--- config.mk ---
export PLATFORM = sky130hd
export DESIGN_NAME = traffic_light_ctrl_param_flat
export DESIGN_NICKNAME = d
export VERILOG_FILES = /design/src/rtl/traffic_light_ctrl_param_if.sv /design/src/rtl/traffic_light_ctrl_param.sv /design/src/flat_wrapper.sv
export SDC_FILE = /design/constraint.sdc
export NUM_CORES = 1
export LEC_CHECK = 0
export CORE_MARGIN = 2
export CORE_UTILIZATION = 35
export CTS_CLUSTER_DIAMETER = 100
export DETAILED_ROUTE_END_ITERATION = 8
export SETUP_SLACK_MARGIN = 0.4
export SYNTH_ARGS = -nofsm -noshare
export SYNTH_HDL_FRONTEND = slang
export SYNTH_SLANG_ARGS = --single-unit
--- constraint.sdc ---
create_clock -name clk -period 3.9 [get_ports clk]
set_clock_uncertainty 0.1 [all_clocks]
set_input_delay 0.78 -clock clk [delete_from_list [all_inputs] [get_ports clk]]
set_output_delay 0.78 -clock clk [all_outputs]
set_load 0.05 [all_outputs]
--- src/rtl/traffic_light_ctrl_param_if.sv ---
// Sensor and lamp bundle of the two-street intersection controller.
// The controller sits on the slave side and the street environment on the master side.
interface traffic_light_ctrl_param_if;
  logic       sa;
  logic       sb;
  logic       night;
  logic       Ra;
  logic       Ya;
  logic       Ga;
  logic       Rb;
  logic       Yb;
  logic       Gb;
  logic [2:0] phase;

  modport master (
    output sa, sb, night,
    input  Ra, Ya, Ga, Rb, Yb, Gb, phase
  );

  modport slave (
    input  sa, sb, night,
    output Ra, Ya, Ga, Rb, Yb, Gb, phase
  );
endinterface

--- src/rtl/traffic_light_ctrl_param.sv ---
// Sensor-actuated two-street traffic light controller with a 1 s prescaler, min/max green with
// gap-out, all-red clearance and a flashing-yellow night mode. Street A is the rest street.
module traffic_light_ctrl_param #(
  parameter int TICK_DIV  = 50_000_000,
  parameter int MIN_GREEN = 10,
  parameter int MAX_GREEN = 60,
  parameter int YELLOW    = 3,
  parameter int ALL_RED   = 2
) (
  input logic                         clk,
  input logic                         resetn,
  traffic_light_ctrl_param_if.slave   bus
);

  typedef enum logic [2:0] {
    A_GRN  = 3'd0,
    A_YEL  = 3'd1,
    RED_AB = 3'd2,
    B_GRN  = 3'd3,
    B_YEL  = 3'd4,
    RED_BA = 3'd5,
    FLASH  = 3'd6
  } state_e;

  localparam int              CW      = $clog2(TICK_DIV);
  localparam logic [CW-1:0]   PRE_MAX = CW'(TICK_DIV - 1);
  localparam logic [8:0]      MIN_G   = 9'(MIN_GREEN);
  localparam logic [8:0]      MAX_G   = 9'(MAX_GREEN);
  localparam logic [8:0]      YEL     = 9'(YELLOW);
  localparam logic [8:0]      AR      = 9'(ALL_RED);

  // Lamp vector order: {Ra, Ya, Ga, Rb, Yb, Gb}
  localparam logic [5:0] L_A_GRN = 6'b001_100;
  localparam logic [5:0] L_A_YEL = 6'b010_100;
  localparam logic [5:0] L_RED   = 6'b100_100;
  localparam logic [5:0] L_B_GRN = 6'b100_001;
  localparam logic [5:0] L_B_YEL = 6'b100_010;

  logic [1:0]    sa_sync_q, sb_sync_q, night_sync_q;
  logic          sa_s, sb_s, night_s;
  logic [CW-1:0] pre_q, pre_d;
  logic [7:0]    sec_q, sec_d;
  state_e        state_q, state_d;
  logic          blink_q, blink_d;
  logic [5:0]    lamps_q, lamps_d;
  logic          tick;
  logic [8:0]    s;

  assign sa_s    = sa_sync_q[1];
  assign sb_s    = sb_sync_q[1];
  assign night_s = night_sync_q[1];

  assign tick = (pre_q == PRE_MAX);
  // Completed ticks including the one ending now; 9 bits so a saturated sec still compares correctly.
  assign s    = {1'b0, sec_q} + 9'd1;

  always_comb begin
    // NOTE: every variable gets a default before the case so no path can infer a latch.
    state_d = state_q;
    blink_d = blink_q;
    pre_d   = pre_q;
    sec_d   = sec_q;
    lamps_d = L_RED;

    case (state_q)
      A_GRN: begin
        if (tick && s >= MIN_G && (night_s || (sb_s && !sa_s) || (sb_s && s >= MAX_G)))
          state_d = A_YEL;
      end
      A_YEL: begin
        if (tick && s >= YEL) state_d = RED_AB;
      end
      RED_AB: begin
        if (tick && s >= AR) state_d = night_s ? FLASH : B_GRN;
      end
      B_GRN: begin
        if (tick && s >= MIN_G && (night_s || !sb_s || s >= MAX_G))
          state_d = B_YEL;
      end
      B_YEL: begin
        if (tick && s >= YEL) state_d = RED_BA;
      end
      RED_BA: begin
        if (tick && s >= AR) state_d = night_s ? FLASH : A_GRN;
      end
      FLASH: begin
        if (tick) begin
          if (!night_s) state_d = RED_BA;
          else          blink_d = !blink_q;
        end
      end
      default: state_d = RED_BA;
    endcase

    // Every phase starts from a fresh prescaler so D ticks last exactly D*TICK_DIV cycles.
    if (state_d != state_q) begin
      pre_d = '0;
      sec_d = '0;
      if (state_d == FLASH) blink_d = 1'b1;
    end else begin
      pre_d = tick ? '0 : pre_q + CW'(1);
      if (tick && sec_q != 8'hFF) sec_d = sec_q + 8'd1;
    end

    case (state_d)
      A_GRN:   lamps_d = L_A_GRN;
      A_YEL:   lamps_d = L_A_YEL;
      B_GRN:   lamps_d = L_B_GRN;
      B_YEL:   lamps_d = L_B_YEL;
      FLASH:   lamps_d = {1'b0, blink_d, 1'b0, 1'b0, blink_d, 1'b0};
      default: lamps_d = L_RED;
    endcase
  end

  always_ff @(posedge clk or negedge resetn) begin
    if (!resetn) begin
      sa_sync_q    <= '0;
      sb_sync_q    <= '0;
      night_sync_q <= '0;
      pre_q        <= '0;
      sec_q        <= '0;
      state_q      <= RED_BA;
      blink_q      <= 1'b0;
      lamps_q      <= L_RED;
    end else begin
      // NOTE: non-blocking assignments so all flops update from pre-edge values.
      sa_sync_q    <= {sa_sync_q[0], bus.sa};
      sb_sync_q    <= {sb_sync_q[0], bus.sb};
      night_sync_q <= {night_sync_q[0], bus.night};
      pre_q        <= pre_d;
      sec_q        <= sec_d;
      state_q      <= state_d;
      blink_q      <= blink_d;
      lamps_q      <= lamps_d;
    end
  end

  assign bus.Ra    = lamps_q[5];
  assign bus.Ya    = lamps_q[4];
  assign bus.Ga    = lamps_q[3];
  assign bus.Rb    = lamps_q[2];
  assign bus.Yb    = lamps_q[1];
  assign bus.Gb    = lamps_q[0];
  assign bus.phase = state_q;

  a_no_dual_green: assert property (@(posedge clk) disable iff (!resetn) !(lamps_q[3] && lamps_q[0]));

endmodule

--- src/flat_wrapper.sv ---
// flat-port wrapper written by rule: the top's interface ports become plain ports
module traffic_light_ctrl_param_flat 
#(
  parameter int TICK_DIV  = 50_000_000,
  parameter int MIN_GREEN = 10,
  parameter int MAX_GREEN = 60,
  parameter int YELLOW    = 3,
  parameter int ALL_RED   = 2
)
  (clk, resetn, bus_sa, bus_sb, bus_night, bus_Ra, bus_Ya, bus_Ga, bus_Rb, bus_Yb, bus_Gb, bus_phase);
  traffic_light_ctrl_param_if bus_i ();
  input logic clk;
  input logic resetn;
  input wire logic [$bits(bus_i.sa)-1:0] bus_sa;
  input wire logic [$bits(bus_i.sb)-1:0] bus_sb;
  input wire logic [$bits(bus_i.night)-1:0] bus_night;
  output wire logic [$bits(bus_i.Ra)-1:0] bus_Ra;
  output wire logic [$bits(bus_i.Ya)-1:0] bus_Ya;
  output wire logic [$bits(bus_i.Ga)-1:0] bus_Ga;
  output wire logic [$bits(bus_i.Rb)-1:0] bus_Rb;
  output wire logic [$bits(bus_i.Yb)-1:0] bus_Yb;
  output wire logic [$bits(bus_i.Gb)-1:0] bus_Gb;
  output wire logic [$bits(bus_i.phase)-1:0] bus_phase;
  assign bus_i.sa = bus_sa;
  assign bus_i.sb = bus_sb;
  assign bus_i.night = bus_night;
  assign bus_Ra = bus_i.Ra;
  assign bus_Ya = bus_i.Ya;
  assign bus_Ga = bus_i.Ga;
  assign bus_Rb = bus_i.Rb;
  assign bus_Yb = bus_i.Yb;
  assign bus_Gb = bus_i.Gb;
  assign bus_phase = bus_i.phase;
  traffic_light_ctrl_param #(.TICK_DIV(TICK_DIV), .MIN_GREEN(MIN_GREEN), .MAX_GREEN(MAX_GREEN), .YELLOW(YELLOW), .ALL_RED(ALL_RED)) u_core (.clk(clk), .resetn(resetn), .bus(bus_i));
endmodule
* After elaboration in Yosys (flattened, before gate mapping)
Index checks and enable logic that the tools add are counted.
Operators by class: $lt $le $gt $ge 4, add/subtract/negate cells 3, multipliers 0, equality and inequality tests 13, shifts and indexed selects 0, reductions and logical operators 18, mux-type cells 21, bitwise logic cells 0, div/mod/pow operators 0
Operator list (count):
- 26-bit two-way mux | 2
- 3-bit two-way mux | 10
- 6-bit case mux with 5 select lines | 1
- 26-bit by 1-bit adder with 26-bit output, second input constant | 1
- 26-bit == test, second input constant | 1
- 3-bit case mux with 7 select lines | 1
- 9-bit by 2-bit greater-or-equal comparator with 1-bit output, second input constant | 2
- 8-bit two-way mux | 2
- 3-bit == test, second input constant | 5
- 8-bit by 1-bit adder with 9-bit output, second input constant | 1
- 3-bit by 2-bit == test with 1-bit output, second input constant | 3
- 9-bit by 4-bit greater-or-equal comparator with 1-bit output, second input constant | 1
- 9-bit by 6-bit greater-or-equal comparator with 1-bit output, second input constant | 1
- 8-bit by 1-bit adder with 8-bit output, second input constant | 1
- 1-bit logical AND | 8
- 8-bit != test, second input constant | 1
- 3-bit by 1-bit == test with 1-bit output, second input constant | 2
- 3-bit logical NOT | 2
- 1-bit two-way mux | 5
- 1-bit logical OR | 4
- 1-bit logical NOT | 3
- 3-bit != test | 1
- 2-bit nonzero test | 1
Word-level totals: input port bits 5, logic and storage cells 67, flip-flop bits (word level) 50, memories kept 0, bits in read-only memories 0, bits in latches 0, RAM bits 0

* Longest topological paths before layout
word-level depth 11, gate-level depth with buffers 14, depth with buffers taken out 11

* Least setup slack after synthesis
Ideal clock, no wire load.
kind register -> register, start register u_core.sec_q[0], end register u_core.pre_q[10], data arrival time 2652 ps, path slack 1067 ps, cell stages (with the launch flop) 14, library setup time 82 ps, cell sequence dfrtp_1 > ha_1 > buf_4 > a21boi_1 > a21oi_1 > o32ai_2 > nand3_2 > mux2_4 > a221oi_2 > a21oi_1 > or2_1 > buf_6 > buf_6 > nor3_2
On the way: word-level cells in the longest chain between the ends 9, elaborated cells on any way between the ends 22, classes of those cells 1 x add/sub; 4 x order compare; 1 x eq/ne; 8 x mux; 8 x reduce/logical
Ends and longest elaborated chain:
- start: declaration | RTL line traffic_light_ctrl_param.sv:42 | logic [7:0] sec_q, sec_d;
- start signal: assignment | RTL line traffic_light_ctrl_param.sv:121 | sec_q <= '0;
- start signal: assignment | RTL line traffic_light_ctrl_param.sv:131 | sec_q <= sec_d;
- 8-bit by 1-bit adder with 9-bit output (*) | RTL line traffic_light_ctrl_param.sv:55 | assign s = {1'b0, sec_q} + 9'd1;
- 9-bit by 6-bit greater-or-equal comparator with 1-bit output | RTL line traffic_light_ctrl_param.sv:67, traffic_light_ctrl_param.sv:77
- 1-bit logical AND | RTL line traffic_light_ctrl_param.sv:67 | if (tick && s >= MIN_G && (night_s || (sb_s && !sa_s) || (sb_s && s >= MAX_G)))
- 1-bit logical OR | RTL line traffic_light_ctrl_param.sv:67
- 1-bit logical AND | RTL line traffic_light_ctrl_param.sv:67
- 3-bit two-way mux | RTL line traffic_light_ctrl_param.sv:67
- 3-bit case mux with 7 select lines (*) | RTL line traffic_light_ctrl_param.sv:65 | case (state_q)
- 3-bit != test (*) | RTL line traffic_light_ctrl_param.sv:96 | if (state_d != state_q) begin
- 26-bit two-way mux (*) | RTL line traffic_light_ctrl_param.sv:96
- named net u_core.pre_d[10] | RTL line traffic_light_ctrl_param.sv:41 | logic [CW-1:0] pre_q, pre_d;
- end signal: assignment | RTL line traffic_light_ctrl_param.sv:130 | pre_q <= pre_d;
- end: declaration | RTL line traffic_light_ctrl_param.sv:41
The timed path passes the listed nets; every way through them passes the cells marked *. A chain may end at the register's enable or synchronous reset.

* Final worst setup path
start register u_core.pre_q[9], end register u_core.pre_q[25]
On the way: word-level cells in the longest chain between the ends 7, elaborated cells on any way between the ends 18, classes of those cells 1 x add/sub; 2 x eq/ne; 10 x mux; 5 x reduce/logical
Ends and longest elaborated chain:
- 26-bit == test | RTL line traffic_light_ctrl_param.sv:53 | assign tick = (pre_q == PRE_MAX);
- 1-bit logical AND | RTL line traffic_light_ctrl_param.sv:67, traffic_light_ctrl_param.sv:77
- 1-bit logical AND, on equally long branches | RTL line traffic_light_ctrl_param.sv:77, traffic_light_ctrl_param.sv:67
- 3-bit two-way mux, on equally long branches | RTL line traffic_light_ctrl_param.sv:77, traffic_light_ctrl_param.sv:67
- 3-bit case mux with 7 select lines | RTL line traffic_light_ctrl_param.sv:65
- 3-bit != test | RTL line traffic_light_ctrl_param.sv:96
- 26-bit two-way mux (*) | RTL line traffic_light_ctrl_param.sv:96
- named net u_core.pre_d[25] | RTL line traffic_light_ctrl_param.sv:41
Marks and branches as above.

==> results.py <==
metrics = {
    "setup_path": {
        "endpoint_kind": "flip-flop",
        "required_ns": 3.97,
        "reg2regPathDepth": 10,
        "r2r_start": "u_core.pre_q[9]",
        "cp_slowest_stage_delay_ns": 0.58,
        "rr_endpoint": "u_core.pre_q[25]",
        "reg2reg_setup_slack_ns": 0.66,
        "path_cells": "or4_1 -> nor4_4 -> and3_1 -> a211oi_1 -> o22ai_1 -> o211ai_1 -> o221ai_2 -> or2_1 -> buf_6 -> nor3_1",
        "worstPathMaxFanout": 33,
        "worst_setup_path_start_kind": "flip-flop",
        "path_class": "flip-flop to flip-flop",
        "crit_arrival_ns": 3.31,
        "cpMaxStageDelayCell": "or4_1",
    },
    "cts": {
        "clock_latency_ns": 0.30,
        "cts.clk_slew.worst_paths_ns": 0.09,
        "cts_sinks": 50,
        "cts_root_buf": "clkbuf_8",
        "h-tree-depth": 2,
        "cts_buffer_depth": 2,
        "cts_hold_buf": 0,
        "numCtsBuffers": 5,
        "cts_tree": "built",
    },
    "logic_synthesis": {
        "ys_async_sr_fraction_pct": 100.0,
        "ys_warn_count": 0,
        "synthDistinctLibCells": 57,
        "synth_nets": 336,
        "synth.cell_area_um2": 3044,
        "synthesis.instances": 327,
        "avgSynthCellArea_um2": 9.309,
        "seq_area_frac_synth_pct": 41.27,
        "synth_seq_cells": 50,
        "yosys.area.top_type_share_pct": 37.81,
        "yosys_most_used_dff": "dfrtp_1",
        "yosysTopAreaCell": "dfrtp_1",
        "synth.area.top_cells": "dfrtp_1 (38%), nor3_2 (7.2%), xnor2_1 (5.2%)",
        "synth_edf_count": 0,
    },
    "timing": {
        "rsz0062_at_grt": "false",
        "worst_pin_slew_ns": 0.5498,
        "finalSetupViolCount": 0,
        "drv_slew": 0,
        "finalHoldViolations": 0,
        "fin_setup_tns_ns": 0,
        "hold_slack_ns": 0.2569,
        "fmax_ghz": 0.3087,
        "maxSlewHeadroom_pct": 63.35,
        "period_minus_slack_ns": 3.239,
        "fin_crit_sh_pct": 83.05,
    },
    "floorplan": {
        "rows": 34,
        "die_y_um": 97.26,
        "die-width_um": 97.26,
        "floorplan.initialDensity_pct": 35.43,
        "pin_count": 14,
        "coreArea_um2": 8593,
        "die-area_um2": 9460,
    },
    "power_and_ir_drop": {
        "vdd_drop_max_mv": 0.1435,
        "power_density_nw_per_um2": 251.7,
        "power.leakage_nw": 1.337,
    },
    "detailed_routing": {
        "drt_iter0_markers": 96,
        "vias_per_cell": 5.257,
        "drt_drc_violations_left": 0,
        "routed_wl_mm": 6.048,
        "first_pass_iters": 4,
        "wire_per_inst_um": 13.65,
        "antenna_left": 0,
        "dr_total_vias": 2329,
    },
    "final_layout": {
        "multiInputGateArea_um2": 1660,
        "drive_gt1_share_pct": 17.61,
        "nFillCells": 879,
        "fin_nets": 343,
        "diodes": 0,
        "layoutNonFillerInstCount": 443,
        "regArea_um2": 1259,
        "fin_area_um2": 3358,
        "area.growth.synth_to_final_pct": 10.32,
    },
    "global_route": {
        "gr-total-overflow": 0,
        "grt_usage_pct": 13.63,
        "grt_pass1_wl_mm": 10.87,
        "grt_pass1_vias": 2251,
        "grt_antenna_before_repair": 0,
        "grt_max_degree": 34,
    },
    "placement": {
        "placed_area_um2": 3218,
        "io_buffers": 13,
        "place.gp.congestion": 0.8978,
        "dp_hpwl_mm": 4.386,
        "dpl.cell_count": 433,
    },
    "run_status": {
        "status": "finished, final reports clean",
    },
    "worst_hold_path": {
        "hold_path_depth": 0,
        "hold_class": "flip-flop to flip-flop",
        "worstHoldStart": "u_core.sb_sync_q[0]",
        "hold-path-endpoint": "u_core.sb_sync_q[1]",
    },
    "run": {
        "drv_cap": 0,
    },
}
-- cells in the final DEF (no fill, tap or decap), types with 4 or more instances in the layout --
cell type | synthesis | routed
dfrtp_1 | 46 | 44
and3_1 | 5 | 5
a21oi_1 | 12 | 12
dfstp_2 | 4 | 4
o22ai_1 | 4 | 4
clkdlybuf4s50_1 | 0 | 12
nor2_1 | 37 | 37
inv_1 | 10 | 10
xnor2_1 | 18 | 18
or3_1 | 4 | 4
buf_4 | 2 | 5
nand2_1 | 30 | 30
xor2_1 | 13 | 13
clkbuf_8 | 0 | 5
nor3_2 | 22 | 22
nand3_1 | 18 | 17
a211oi_1 | 4 | 4
nand4_1 | 6 | 6
nand2b_1 | 5 | 5
nor3_1 | 12 | 12
o21ai_0 | 8 | 8
-- Yosys cell counts, types with 2 or more instances --
master,instances
dfrtp_1,46
nor2_1,37
nand2_1,30
nor3_2,22
nand3_1,18
xnor2_1,18
xor2_1,13
a21oi_1,12
nor3_1,12
inv_1,10
o21ai_0,8
clkbuf_1,7
buf_2,6
nand4_1,6
and3_1,5
nand2b_1,5
a211oi_1,4
buf_6,4
dfstp_2,4
ha_1,4
o22ai_1,4
or3_1,4
mux2i_1,3
nor2b_1,3
nor4_1,3
a22oi_1,2
buf_4,2
nand3b_1,2
nor3b_1,2
o21bai_1,2
or2_2,2
or4_1,2
-- critical path: cells and delay by family (launching register included) --
family	cells	cell delay [ns]
AOI/OAI and AO/OA	4	0.74
buffers and inverters	1	0.30
DFF	1	0.43
and+or+nand+nor	5	1.51
-- metrics by stage --
| stage | worst slack [ns] | util (%) | power, mW |
|---|---|---|---|
| final | 0.6609 | 39.08 | 0.8452 |
| after global routing | 0.4219 | 39.08 | 0.8854 |
| after CTS | 0.4153 | 38.54 | 0.8621 |
| after detailed placement | 0.4029 | 37.45 | 0.5517 |
| after global placement | 0.5014 | 37.45 | 0.5511 |
| after floorplan | 1.067 | - | 0.5356 |
-- power breakdown --
part	total [mW]	switching, mW	leakage [nW]	internal (mW)
clock	0.305	0.176	0.0408	0.128
combinational	0.0166	0.0120	0.648	0.00460
sequential	0.524	0.00269	0.647	0.521
-- area by class of cell --
cell class                      instances  share of cell area [%]
Timing Repair Buffer                   19                   5.179
Sequential cell                        50                   37.48
Clock buffer                            5                   2.049
Inverter                               10                   1.118
Clock inverter                          3                  0.7079
Multi-Input combinational cell        248                   49.44
Tap cell                              108                   4.024
-- cell families after synthesis --
kind of cell | count (synthesis) | share of synthesized area (%)
AND/OR/NAND/NOR | 162 | 30.33
multiplexers | 5 | 1.932
XOR/XNOR | 31 | 8.919
adder cells (fa/ha/maj) | 4 | 1.644
buffers and inverters | 29 | 5.056
AO/OA/AOI/OAI | 46 | 10.85
flip-flops | 50 | 41.27
-- state kept, by name, indices dropped and copies added, names as in the netlist --
register,cells
u_core.lamps_q,6
u_core.sec_q,8
u_core.bus.phase,3
u_core.blink_q,1
u_core.sa_sync_q,2
u_core.pre_q,26
u_core.night_sync_q,2
u_core.sb_sync_q,2
-- metal layers --
| layer | vias up | wire [um] | global-route usage (%) |
|---|---|---|---|
| met2 | 39 | 2875 | 21.26 |
| li1 | 1152 | - | - |
| met3 | 4 | 145 | 2.086 |
| met4 | 0 | 56 | 4.167 |
| met5 | - | 0 | 0 |
| met1 | 1134 | 2970 | 19.62 |
-- worst max-delay path by stage --
stage / from / end / slack, ns / cells after the start
final: u_core.pre_q[9] / u_core.pre_q[25] / 0.66 / 10
after global placement: u_core.sec_q[0] / u_core.sec_q[1] / 0.50 / 11
after floorplan: u_core.sec_q[0] / u_core.pre_q[10] / 1.07 / 13
after CTS: u_core.sec_q[1] / u_core.pre_q[25] / 0.42 / 11
after global routing: u_core.sec_q[1] / u_core.pre_q[2] / 0.42 / 11
after detailed placement: u_core.sec_q[0] / u_core.pre_q[25] / 0.40 / 11
-- timing repair --
action,CTS,global route
gates cloned,0,0
resized for setup,1,6
setup buffers,0,2
pin swaps,0,0
setup endpoints to repair,3,38
Note: power is estimated with default switching activity, not from simulation.
